`src/rtl/srl_test_sequencer_pkg.sv`:
```
// Shared FSM state type and helpers for the SRL init-test sequencer.
package srl_test_pkg;

  localparam int unsigned MAX_UNITS = 64;

  typedef enum logic [2:0] {
    S_IDLE,
    S_RESET,
    S_WARM,
    S_RUN,
    S_DRAIN,
    S_DONE
  } state_t;

  function automatic int unsigned popcount(input logic [MAX_UNITS-1:0] v);
    int unsigned n;
    n = 0;
    for (int unsigned i = 0; i < MAX_UNITS; i++) n = n + 32'(v[i]);
    return n;
  endfunction

endpackage

```
`src/rtl/srl_test_sequencer_ce_prescaler.sv`:
```
// Clock-enable prescaler: strobes on the first enabled cycle after clr,
// then once every CE_DIV enabled cycles.
module ce_prescaler #(
  parameter int unsigned CE_DIV = 1
) (
  input  logic clk,
  input  logic rst,
  input  logic clr,
  input  logic en,
  output logic strobe
);

  localparam int unsigned DIV_W = $clog2(CE_DIV + 1);

  logic [DIV_W-1:0] cnt;
  logic [DIV_W-1:0] phase;

  // clr forces phase 0 in the same cycle so the strobe can coincide with it
  always_comb begin
    phase  = clr ? '0 : cnt;
    strobe = en && (phase == '0);
  end

  always_ff @(posedge clk or posedge rst) begin
    if (rst) begin
      cnt <= '0;
    end else if (en) begin
      cnt <= (phase == DIV_W'(CE_DIV - 1)) ? '0 : phase + DIV_W'(1);
    end else if (clr) begin
      cnt <= '0;
    end
  end

endmodule

```
`src/rtl/srl_test_sequencer.sv`:
```
// Run controller for a bank of srl_init_tester instances: drives their rst/ce,
// samples their error bits and reports a sticky per-unit verdict.
module srl_test_sequencer
  import srl_test_pkg::*;
#(
  parameter int unsigned NUM_UNITS    = 4,
  parameter int unsigned CE_DIV       = 1,
  parameter int unsigned RST_CYCLES   = 8,
  parameter int unsigned WARMUP       = 2,
  parameter int unsigned TEST_STROBES = 256,
  parameter int unsigned CNT_W        = 16
) (
  input  logic                 clk,
  input  logic                 rst,
  input  logic                 start,
  output logic                 tst_rst,
  output logic                 tst_ce,
  input  logic [NUM_UNITS-1:0] tst_error,
  output logic                 busy,
  output logic                 done,
  output logic                 pass,
  output logic [NUM_UNITS-1:0] err_flags,
  output logic [CNT_W-1:0]     err_count
);

  localparam int unsigned TOTAL = WARMUP + TEST_STROBES;
  localparam int unsigned STB_W = $clog2(TOTAL + 1);
  localparam int unsigned RST_W = $clog2(RST_CYCLES + 1);
  localparam int unsigned PC_W  = $clog2(NUM_UNITS + 1);

  state_t state, next_state;

  logic [RST_W-1:0]     rst_cnt;
  logic [STB_W-1:0]     stb_cnt;
  logic                 strobe, pre_en, pre_clr, launch, rst_done;
  logic                 sample_en;
  logic                 ce_d, tst_rst_d, busy_d, done_d, pass_d;
  logic [NUM_UNITS-1:0] flags_d;
  logic [CNT_W-1:0]     count_d;
  logic [CNT_W:0]       sum;
  logic [PC_W-1:0]      pc;

  assign launch   = start && (state == S_IDLE || state == S_DONE);
  assign rst_done = (state == S_RESET) && (rst_cnt == RST_W'(RST_CYCLES - 1));
  assign pre_clr  = (state == S_RESET);
  assign pre_en   = rst_done || (state == S_WARM) || (state == S_RUN);

  ce_prescaler #(.CE_DIV(CE_DIV)) u_prescaler (
    .clk    (clk),
    .rst    (rst),
    .clr    (pre_clr),
    .en     (pre_en),
    .strobe (strobe)
  );

  always_ff @(posedge clk or posedge rst) begin
    if (rst) state <= S_IDLE;
    else     state <= next_state;
  end

  // Each strobe decides the phase of the cycle it is issued in; the strobe
  // after the last test strobe's period closes the run.
  always_comb begin
    next_state = state;
    unique case (state)
      S_IDLE, S_DONE: if (start) next_state = S_RESET;
      S_RESET, S_WARM, S_RUN: begin
        if (strobe) begin
          if (32'(stb_cnt) < WARMUP)     next_state = S_WARM;
          else if (32'(stb_cnt) < TOTAL) next_state = S_RUN;
          else                           next_state = S_DRAIN;
        end
      end
      S_DRAIN: next_state = S_DONE;
      default: next_state = S_IDLE;
    endcase
  end

  always_comb begin
    pc      = PC_W'(popcount(MAX_UNITS'(tst_error)));
    sum     = {1'b0, err_count} + (CNT_W + 1)'(pc);
    flags_d = err_flags;
    count_d = err_count;
    if (launch) begin
      flags_d = '0;
      count_d = '0;
    end else if (sample_en) begin
      flags_d = err_flags | tst_error;
      count_d = sum[CNT_W] ? '1 : sum[CNT_W-1:0];
    end
    ce_d      = strobe && (next_state == S_WARM || next_state == S_RUN);
    tst_rst_d = next_state inside {S_IDLE, S_RESET, S_DONE};
    busy_d    = next_state inside {S_RESET, S_WARM, S_RUN, S_DRAIN};
    done_d    = (next_state == S_DONE);
    pass_d    = done_d && (flags_d == '0);
  end

  always_ff @(posedge clk or posedge rst) begin
    if (rst) begin
      rst_cnt <= '0;
      stb_cnt <= '0;
    end else begin
      rst_cnt <= (state == S_RESET) ? rst_cnt + RST_W'(1) : '0;
      if (ce_d)                                      stb_cnt <= stb_cnt + STB_W'(1);
      else if (state != S_WARM && state != S_RUN)    stb_cnt <= '0;
    end
  end

  always_ff @(posedge clk or posedge rst) begin
    if (rst) begin
      tst_rst   <= 1'b1;
      tst_ce    <= 1'b0;
      busy      <= 1'b0;
      done      <= 1'b0;
      pass      <= 1'b0;
      err_flags <= '0;
      err_count <= '0;
      sample_en <= 1'b0;
    end else begin
      tst_rst   <= tst_rst_d;
      tst_ce    <= ce_d;
      busy      <= busy_d;
      done      <= done_d;
      pass      <= pass_d;
      err_flags <= flags_d;
      err_count <= count_d;
      sample_en <= tst_ce && (state == S_RUN);
    end
  end

endmodule

```
`config.mk`:
```
export PLATFORM = sky130hd
export DESIGN_NAME = srl_test_sequencer
export DESIGN_NICKNAME = d
export VERILOG_FILES = /design/src/rtl/srl_test_sequencer_pkg.sv /design/src/rtl/srl_test_sequencer_ce_prescaler.sv /design/src/rtl/srl_test_sequencer.sv
export SDC_FILE = /design/constraint.sdc
export NUM_CORES = 1
export LEC_CHECK = 0
export ABC_AREA = 1
export ABC_CLOCK_PERIOD_IN_PS = 6200
export BUFFER_PORTS_ARGS = -buffer_cell sky130_fd_sc_hd__buf_4
export CAP_MARGIN = 20
export CORE_ASPECT_RATIO = 0.8
export CORE_UTILIZATION = 45
export DETAILED_ROUTE_END_ITERATION = 10
export REMOVE_ABC_BUFFERS = 1
export SYNTH_ARGS = -nofsm -noshare
export SYNTH_HDL_FRONTEND = slang
export SYNTH_SLANG_ARGS = --single-unit
```
`constraint.sdc`:
```
create_clock -name clk -period 6.2 [get_ports clk]
set_input_delay 1.24 -clock clk [delete_from_list [all_inputs] [get_ports clk]]
set_output_delay 1.24 -clock clk [all_outputs]
set_load 0.05 [all_outputs]
```
==> flow_summary.toml <==
[sta]
finClkSkew_ps = 8.566
finalCriticalPeriod_ps = 3398
rsz0062_at_grt = "no"
fin_crit_sh_pct = 54.80
setup_tns_ps = 0
drv_slew = 0
worst_pin_slew_ps = 543.7
max-slew-margin-rel_pct = 63.75
hold_viol = 0
fmax_ghz = 0.2943
finalSetupViolations = 0

[setup_path]
path_cells = "buf_4 > fa_1 > inv_1 > fa_1 > inv_1 > fa_1 > nand3_2 > nor2_2 > nand3_2 > nor2_2 > nand3_1 > nand3_1 > nand2_1 > o21ai_1"
critical_path.max_stage_delay_ps = 530
crit_fanout = 5
crit_top_cell = "fa_1"
critPathRequiredTime_ps = 6420
cp-end-kind = "flop"
reg2reg_from = "err_count[0]"
critPathLaunchType = "input pin"
cp.arrival_ps = 3610
r2r_cells = 12
rrSetupSlack_ps = 4000
path_class = "input pin to flop"
reg2reg_to = "err_count[13]"
slowest_stage = "fa_1"

[synthesis]
synth_cell_type_count = 36
synth_seq_cells = 43
synth_most_common_cell = "nand2_1"
synth_area_leaders = "dfrtp_1 (44%), nand2_1 (7.8%), inv_1 (6.7%)"
synth_cells = 286
ys_seq_area_share_pct = 44.98
synth-edff-count = 0
synth_ff_type = "dfrtp_1"
synth_top_cell_by_area = "dfrtp_1"
synthTopCellsByCount = "nand2_1 (50), inv_1 (43), dfrtp_1 (42)"
syn_avg_cell_area_um2 = 8.373
syn_area_mm2 = 0.002395
yosysTopAreaCellShare_pct = 43.89
async_flop_share_pct = 100.0
ys_warn_count = 0

[min_path]
hold_path_depth = 1
hold_end = "rst_cnt[0]"
hp-start = "rst_cnt[0]"
hold_path.class = "flop to flop"

[run]
cap_violations = 0

[clock_network]
clk_pin_slew_ps = 80
cts_hold_buf = 0
post_cts_buffers = 0
cts_tree = "built"
clock_latency_ps = 290
clockRootBuffer = "clkbuf_8"
ctsResizeCount = 0
numCtsBuffers = 5
htreeDepth = 2
clock_sinks = 43
cts_buffer_depth = 2

[grt]
overflow = 0
grt_max_degree = 44
grt_util_all_layers_pct = 19.62
antenna_found_initial = 0
grt_pass1_wl_um = 8687
grt_pass1_vias = 1865

[drt]
drc = 0
vias = 1905
drt_wl_total_um = 4874
via_per_inst = 4.948
first_pass_iters = 4
route.antenna.remaining_nets = 0
wire_per_inst_um = 12.66
drt_iter0_markers = 108

[final_layout]
area_growth_pct = 15.52
n_antenna_cell = 0
final.fill_count = 468
drive_gt1_share_pct = 20.74
nets = 335
final_util_pct = 54.62

[die]
rows = 23
chipHeight_um = 67.25
initial_core_util_pct = 47.28
dieWidth_um = 83.56
io_pins = 32
die_area_mm2 = 0.005619
design.core.area_mm2 = 0.005065

[run_status]
status = "finished, final reports clean"

[placed_design]
port_buffers = 31
place_hpwl_um = 3595
gp_congestion = 0.8804

[pwr]
powerDensity_mw_per_mm2 = 243.1
vdd.ir_drop.worst_uv = 223.0
p_leak_nw = 1.404
[sequential cells by signal, summed over array words and instances (netlist names)]
name,count
state,3
stb_cnt,9
pass,1
err_count,16
u_prescaler.cnt,1
err_flags,4
tst_ce,1
sample_en,1
tst_rst,1
rst_cnt,4
busy,1
done,1
[cell usage in the layout, fill, tap and decap left out, types with 3 or more instances in the layout]
master and count:
a21o_1 3, nand2_1 50, nor2_2 4, o22ai_1 8, ha_1 3, buf_4 32, fa_1 3, o21ai_0 6
nand2_2 8, o21ai_1 21, inv_1 42, dfrtp_1 42, nand3_1 20, clkbuf_8 5, inv_2 5, nor3_1 9
xor2_1 14, nand4_1 5, nand3_2 3, nor2_1 19
[cell type report]
type	count	area [um2]	share of cell area, %
well taps	62	77.57	2.804
inverters	48	180.2	6.513
clock inverters	1	5.005	0.1809
flip-flops and latches	43	1077	38.94
repair buffers	32	240.2	8.684
multi-input cells	192	1110	40.12
clock buffers	7	76.32	2.759
[where the power goes]
part / total, mW / switching [mW] / internal [mW] / leakage (nW)
Clock: 0.174 / 0.0952 / 0.0792 / 0.0422
Sequential: 0.317 / 0.0155 / 0.302 / 0.588
Combinational: 0.181 / 0.128 / 0.0525 / 0.774
Total: 0.672 / 0.239 / 0.433 / 1.40
[through the flow]
stage | total power [mW] | instances | instance area (um2) | worst slack (ps) | hold slack, ps
after floorplan | 0.4592 | 283 | 2367 | 2761 | 432.7
after global placement | 0.5046 | 377 | 2685 | 2573 | 460.4
after detailed placement | 0.5064 | 377 | 2685 | 2527 | 458.5
after CTS | 0.6813 | 385 | 2766 | 2818 | 469.6
after global routing | 0.7184 | 385 | 2766 | 2535 | 496.4
final | 0.6724 | 385 | 2766 | 2802 | 467.3
[routing by layer]
metal	wire [um]	global-route usage, %
met4	13	4.449
met1	2724	29.03
met2	1855	29.07
met3	281	4.890
met5	0	0
[worst max-delay path: cells and delay by family]
family / cells / cell delay, ps
simple gates: 7 / 900
fa+ha+maj: 3 / 1130
compound gates: 1 / 70
buf+inv: 3 / 270
[worst max path at each step]
stage / start / to / cells after the start
3_3_place_gp: tst_error[0] / err_count[13] / 14
2_1_floorplan: tst_error[0] / err_count[14] / 14
3_5_place_dp: tst_error[0] / err_count[13] / 14
5_1_grt: tst_error[0] / err_count[15] / 14
6_report: tst_error[0] / err_count[13] / 14
4_1_cts: tst_error[0] / err_count[13] / 14
[kinds of logic (layout without fill, tap and decap cells)]
kind of cell               count (synthesis)  after routing  synth area share [%]
xor gates and xnor gates                  15             15                 5.486
AOI/OAI and AO/OA                         44             44                 10.61
and+or+nand+nor                          127            127                 26.18
DFF                                       43             43                 44.98
buffers and inverters                     51             88                 8.673
adders and majority gates                  6              6                 4.076
Note: power is estimated with default switching activity, not from simulation.
